--- src/rtl/e800j_restart_ctrl.sv ---
// Control register and restart sequencer for the Elwro 800 Junior memory map.
// Drives the BOOT/f7_q1/RELOK map modes and holds the CPU in reset after power-up or RESTART.
module e800j_restart_ctrl #(
    parameter int          RST_CYCLES      = 16,
    parameter int          DEBOUNCE_CYCLES = 1024,
    parameter logic [7:0]  PORT_ADDR       = 8'hF7
) (
    input  logic       CLK,
    input  logic       nRESET,
    input  logic [7:0] A,
    input  logic [7:0] D,
    input  logic       nIORQ,
    input  logic       nWR,
    input  logic       nM1,
    input  logic       nIAH,
    input  logic       nRESTART,
    output logic       BOOT,
    output logic       f7_q1,
    output logic       RELOK,
    output logic       nCPU_RST,
    output logic       IAH_ACK
);

    localparam int HW = (RST_CYCLES > 1) ? $clog2(RST_CYCLES) : 1;
    localparam int DW = $clog2(DEBOUNCE_CYCLES + 1);
    localparam logic [HW-1:0] HOLD_LAST = HW'(RST_CYCLES - 1);
    localparam logic [DW-1:0] DB_LAST   = DW'(DEBOUNCE_CYCLES - 1);
    localparam logic [DW-1:0] DB_SAT    = DW'(DEBOUNCE_CYCLES);

    localparam logic [1:0] HOLD     = 2'd0;
    localparam logic [1:0] RUN      = 2'd1;
    localparam logic [1:0] IAH_WAIT = 2'd2;

    logic [4:0]    syncMeta;
    logic [4:0]    syncOut;
    logic          nIorqS;
    logic          nWrS;
    logic          nM1S;
    logic          nIahS;
    logic          nRestartS;

    logic [1:0]    state;
    logic [HW-1:0] holdCnt;
    logic [DW-1:0] dbCnt;
    logic          wrAct;
    logic          wrActD;
    logic          commit;
    logic          restartTrig;
    logic          iahDone;
    logic          bootQ;
    logic          f7Q;
    logic          relokQ;
    logic          nCpuRstQ;
    logic          iahAckQ;
    logic          unusedD;

    // Bus strobes and the RESTART key are asynchronous; idle level is high.
    always_ff @(posedge CLK or negedge nRESET) begin
        if (!nRESET) begin
            syncMeta <= '1;
            syncOut  <= '1;
        end else begin
            syncMeta <= {nIORQ, nWR, nM1, nIAH, nRESTART};
            syncOut  <= syncMeta;
        end
    end

    assign nIorqS    = syncOut[4];
    assign nWrS      = syncOut[3];
    assign nM1S      = syncOut[2];
    assign nIahS     = syncOut[1];
    assign nRestartS = syncOut[0];

    // A and D are already stable by the time the synchronised strobe is seen.
    assign wrAct   = ~nIorqS & ~nWrS & (A == PORT_ADDR);
    assign commit  = wrAct & ~wrActD & (state != HOLD);
    assign iahDone = (state == IAH_WAIT) & nM1S;
    assign unusedD = ^D[7:3];

    always_ff @(posedge CLK or negedge nRESET) begin
        if (!nRESET) begin
            wrActD <= 1'b0;
        end else begin
            wrActD <= wrAct;
        end
    end

    // Counter stops one past the trigger value so a held key fires only once.
    always_ff @(posedge CLK or negedge nRESET) begin
        if (!nRESET) begin
            dbCnt <= '0;
        end else if (nRestartS) begin
            dbCnt <= '0;
        end else if (dbCnt != DB_SAT) begin
            dbCnt <= dbCnt + DW'(1);
        end
    end

    assign restartTrig = ~nRestartS & (dbCnt == DB_LAST);

    always_ff @(posedge CLK or negedge nRESET) begin
        if (!nRESET) begin
            state    <= HOLD;
            holdCnt  <= '0;
            bootQ    <= 1'b1;
            f7Q      <= 1'b0;
            relokQ   <= 1'b0;
            nCpuRstQ <= 1'b0;
            iahAckQ  <= 1'b0;
        end else begin
            iahAckQ <= 1'b0;
            if (restartTrig) begin
                state    <= HOLD;
                holdCnt  <= '0;
                bootQ    <= 1'b1;
                f7Q      <= 1'b0;
                relokQ   <= 1'b0;
                nCpuRstQ <= 1'b0;
            end else begin
                case (state)
                    HOLD: begin
                        if (holdCnt == HOLD_LAST) begin
                            state    <= RUN;
                            holdCnt  <= '0;
                            nCpuRstQ <= 1'b1;
                        end else begin
                            holdCnt <= holdCnt + HW'(1);
                        end
                    end
                    RUN: begin
                        if (~nIahS & ~nM1S) begin
                            state <= IAH_WAIT;
                        end
                    end
                    IAH_WAIT: begin
                        if (nM1S) begin
                            state   <= RUN;
                            iahAckQ <= 1'b1;
                        end
                    end
                    default: begin
                        state    <= HOLD;
                        holdCnt  <= '0;
                        nCpuRstQ <= 1'b0;
                    end
                endcase

                // The IAH clear beats the write's mode bits, but a BOOT clear still lands.
                if (commit && D[2]) begin
                    bootQ <= 1'b0;
                end
                if (iahDone) begin
                    f7Q    <= 1'b0;
                    relokQ <= 1'b0;
                end else if (commit) begin
                    f7Q    <= D[0];
                    relokQ <= D[1];
                end
            end
        end
    end

    assign BOOT     = bootQ;
    assign f7_q1    = f7Q;
    assign RELOK    = relokQ;
    assign nCPU_RST = nCpuRstQ;
    assign IAH_ACK  = iahAckQ;

endmodule

--- config.mk ---
export PLATFORM = sky130hd
export DESIGN_NAME = e800j_restart_ctrl
export DESIGN_NICKNAME = d
export VERILOG_FILES = /design/src/rtl/e800j_restart_ctrl.sv
export SDC_FILE = /design/constraint.sdc
export NUM_CORES = 1
export LEC_CHECK = 0
export CORE_UTILIZATION = 45
export DETAILED_ROUTE_END_ITERATION = 12
export GPL_TIMING_DRIVEN = 0
export PLACE_DENSITY = 0.68
export RECOVER_POWER = 25
export SLEW_MARGIN = 20
export SYNTH_ARGS = -nofsm -noshare
export SYNTH_HDL_FRONTEND = slang
export SYNTH_SLANG_ARGS = --single-unit
--- constraint.sdc ---
create_clock -name CLK -period 1.76 [get_ports CLK]
set_input_delay 0.352 -clock CLK [delete_from_list [all_inputs] [get_ports CLK]]
set_output_delay 0.352 -clock CLK [all_outputs]
set_load 0.01 [all_outputs]
# Word level (Yosys, flattened, before mapping)
# Index checks and enable logic that the tools add are counted.
# totals
ff_bits	33
output_inout_bits	5
elab_cells	69
# classes
add_sub_neg	2
n_eq_ne	10
muxes	24
bitwise	13
n_reduce_logical	9
# ops
op	n
11-bit two-way mux	2
1-bit two-way mux	13
11-bit by 1-bit adder with 11-bit output (second input constant)	1
11-bit by 10-bit equality test with 1-bit output (second input constant)	1
11-bit != test (second input constant)	1
3-bit != test (second input constant)	3
8-bit equality test (second input constant)	1
2-bit two-way mux	4
4-bit two-way mux	2
4-bit case mux with 2 select lines	1
1-bit AND	7
1-bit inverter	6
2-bit case mux with 3 select lines	1
2-bit nonzero test	3
4-bit by 1-bit adder with 4-bit output (second input constant)	1
4-bit equality test (second input constant)	1
3-bit AND reduction	1
3-bit nonzero test	1
2-bit by 1-bit equality test with 1-bit output (second input constant)	1
2-bit equality test (second input constant)	1
2-bit zero test	1
2-bit by 1-bit != test with 1-bit output (second input constant)	1
1-bit case mux with 2 select lines	1
2-bit AND reduction	1
other kinds (2)	2

# Longest topological paths before layout
# depth
depth_word	8
depth_mapped	7
ltp_nobuf	6

# Least setup slack after synthesis
# OpenSTA, ideal clock, no wires.
# synth_timing
path_type	register to register
start	register state[0]
end	register holdCnt[3]
arrival_time_ns	1.523
t_required_ns	1.678
path_slack_ns	0.155
stages_incl_launch_ff	6
path_buffers	1
path_cell_list	dfrtp_1 > inv_1 > ha_1 > buf_1 > or4_1 > a31oi_1
# synth_via
elab_chain_cells	4
elab_cells_between_ends	7
classes_between	3 x eq/ne; 2 x mux; 2 x reduce/logical
# synth_lines
item	line	source
start: declaration	42	logic [1:0] state;
start signal: assignment	103	state <= HOLD;
start signal: assignment	113	state <= HOLD;
start signal: assignment	123	state <= RUN;
2-bit equality test or 2-bit by 1-bit equality test with 1-bit output (tied branches)	120	case (state)
2-bit OR reduction (no line)	--	
4-bit case mux with 2 select lines	120	
4-bit two-way mux	112	if (restartTrig) begin
end signal: assignment	127	holdCnt <= holdCnt + HW'(1);
end: declaration	43	logic [HW-1:0] holdCnt;
# Several ways; a longest one is shown, not always the timed one.
# A chain may end at the register's enable or synchronous reset.

# Final worst setup path
# layout_timing
start	register state[1]
end	register holdCnt[3]
# The elaborated chain is that of the path after synthesis.

==> impl_metrics.json <==
{
  "critPathArrivalTime_ns": 1.96,
  "synthDistinctLibCells": 38,
  "dieArea_um2": 3600,
  "pin_count": 28,
  "worstPathRequired_ns": 2.01,
  "dp_hpwl_um": 1900,
  "post-route-period-util_pct": 96.8,
  "numCtsBuffers": 5,
  "initial_core_util_pct": 48.4,
  "reg2reg_depth": 4,
  "power_density_nw_per_um2": 1080,
  "hold_violations": 0,
  "drt.antenna.violating_nets": 0,
  "hold_class": "reg -> reg",
  "num_rows": 20,
  "ctsHoldBuffers": 0,
  "r2r_slack_ns": 0.06,
  "setup_violations": 0,
  "fin_skew_ns": 0.00809,
  "slew_viol_final": 34,
  "rsz0062_at_grt": "false",
  "tightestPinTransition_ns": 1.64,
  "total_power_uw": 2040,
  "antenna_found_initial": 0,
  "post-place-ws_ns": -0.0674,
  "grt_start_max_net_pins": 34,
  "finalWirelength_um": 2630,
  "viasPerCell": 5.06,
  "dr.pass1.iters": 4,
  "clockRootBuffer": "clkbuf_4",
  "cp-end-kind": "register",
  "grt-ovfl-total": 0,
  "synthCells": 134,
  "avgRoutedWirePerCell_um": 12.6,
  "grt_pass1_wl_um": 4440,
  "cts.path.max_buffers": 2,
  "numClockSinks": 33,
  "violations": "capacitance limit, slew limit",
  "max_freq_ghz": 0.587,
  "seq_area_frac_synth_pct": 55.5,
  "path_class": "reg -> reg",
  "grt_pass1_vias": 1061,
  "portBuffers": 22,
  "die_width_um": 60.0,
  "cts_tree": "yes",
  "syn_nets": 164,
  "status": "finished with violations",
  "peakVddDrop_mv": 0.582,
  "syn_area_um2": 1510,
  "startpoint": "state[1]",
  "leakagePower_uw": 0.000803,
  "synth.avg_cell_area_um2": 11.3,
  "vias": 1053,
  "diodes": 0,
  "syn_to_final_growth_pct": 24.2,
  "drive_above_1_share_pct": 15.9,
  "mostFrequentLayoutCells": "dfrtp_1, nor2_1, clkdlybuf4s50_1, dfstp_2, nand2_1",
  "cp-endpoint": "holdCnt[3]",
  "drt-initial-drc-count": 72,
  "drc": 0,
  "worst_setup_path_start_kind": "register",
  "ys_warn_count": 0,
  "max_slew_margin_pct": -9.54,
  "path_clk_slew_ns": 0.10,
  "finish.net_count": 193,
  "core-area_um2": 3130,
  "timing.rr.start": "state[1]",
  "drv_cap": 1,
  "hold_depth": 0,
  "gr-usage-all-layers_pct": 17.8,
  "cts-htree-levels": 2,
  "gp_congestion": 0.771,
  "fin_crit_ns": 1.70,
  "synth-seq-cells": 33,
  "r2r_end": "holdCnt[3]",
  "crit_fanout": 10,
  "final_common_cell": "dfrtp_1",
  "fp.dieH_um": 60.0,
  "final_util_pct": 60.0,
  "clock_latency_ns": 0.33,
  "fin_ws_ns": 0.0562
}
[routing by layer]
layer  vias to the layer above  routed length (um)  global-route usage [%]  share of wire (%)
met5                         -                   0                       0                  0
met4                         0                  23                    13.0               0.88
met3                         2                 102                    4.55                3.9
met2                        20                1370                    29.2                 52
met1                       504                1130                    20.0                 43
li1                        527                   -                       -                  -
[cells by family after synthesis]
kind of cell,count (synthesis),synth area share [%]
simple gates,58,23.4
flops,33,55.5
compound gates,17,6.70
buf+inv,9,2.56
xor+xnor,7,4.05
fa+ha+maj,7,5.79
mux,3,1.99
[state kept, by name, summed over array words and instances, names as in the netlist]
| register | flops |
|---|---|
| BOOT | 1 |
| IAH_ACK | 1 |
| RELOK | 1 |
| dbCnt | 11 |
| f7_q1 | 1 |
| holdCnt | 4 |
| nCPU_RST | 1 |
| state | 2 |
| syncMeta | 5 |
| syncOut | 5 |
| wrActD | 1 |
[per-stage QoR]
step                cell area (um2)  instances  hold slack [ns]  setup TNS, ns
floorplan                      1510        134           0.0564              0
global placement               1790        200            0.345          -5.17
detailed placement             1780        200            0.347         -0.147
CTS                            1860        207           0.0561              0
global route                   1880        208            0.365              0
finish                         1880        208            0.358              0
[critical path, cell delays in order (launching register included)]
cell and delay [ns]:
dfrtp_1 0.38, inv_1 0.09, ha_1 0.40, or4_1 0.55
a31oi_1 0.20
[cell type report]
type	instances	area, um2
plain buffers	3	18.8
clock buffers	7	55.1
clock inverters	1	30.0
fillers	278	1250
inverters	5	18.8
multi-input cells	92	641
flip-flops and latches	33	840
well taps	44	55.1
repair buffers	23	220
[what timing repair did]
action	CTS	global route
setup buffers	0	1
gates resized for setup	1	2
pin swaps	0	0
hold endpoints to repair	0	0
endpoints found under the setup margin	2	11
[worst min path at each step]
| stage | from | end | slack, ns |
|---|---|---|---|
| floorplan | nRESET | IAH_ACK | 0.06 |
| global placement | syncMeta[4] | syncOut[4] | 0.35 |
| detailed placement | syncMeta[3] | syncOut[3] | 0.35 |
| CTS | nRESET | holdCnt[3] | 0.06 |
| global route | syncMeta[2] | syncOut[2] | 0.37 |
| finish | syncMeta[1] | syncOut[1] | 0.36 |
[synthesized netlist by cell type]
cell | instances | share of area [%]
and4_1 | 1 | 0.58
nand2b_1 | 1 | 0.41
dfstp_2 | 11 | 19
nand2_1 | 10 | 2.5
a21oi_1 | 6 | 2.0
o21a_1 | 1 | 0.50
buf_1 | 1 | 0.25
nor4b_4 | 1 | 1.6
inv_1 | 5 | 1.2
a221oi_1 | 1 | 0.58
a31oi_1 | 1 | 0.41
nand3b_1 | 1 | 0.50
xnor2_1 | 2 | 1.2
mux2i_1 | 3 | 2.0
buf_4 | 1 | 0.50
and3_1 | 1 | 0.41
nor2_1 | 16 | 4.0
nand4bb_1 | 1 | 0.74
nand3_1 | 4 | 1.3
nand4bb_4 | 1 | 1.8
o22ai_1 | 1 | 0.41
buf_2 | 1 | 0.33
or4_1 | 1 | 0.50
nor3_1 | 5 | 1.7
or3_1 | 2 | 0.83
nand4_1 | 5 | 2.1
nand3_2 | 1 | 0.66
nor2b_1 | 3 | 1.2
dfrtp_1 | 22 | 36
o21ai_0 | 4 | 1.3
xor2_1 | 5 | 2.9
ha_1 | 7 | 5.8
a211oi_1 | 2 | 0.99
a21o_1 | 1 | 0.50
nor3b_2 | 1 | 0.83
nor3_2 | 1 | 0.66
nor4b_1 | 2 | 1.2
clkbuf_1 | 1 | 0.25
[power by group]
part | total, uW | internal (uW) | leakage (uW) | switching, uW
logic | 553 | 265 | 0.000345 | 288
registers | 901 | 848 | 0.000413 | 53.5
clock network | 582 | 339 | 0.0000455 | 243
total | 2040 | 1450 | 0.000803 | 584
Power figures use the tool's default switching activity.
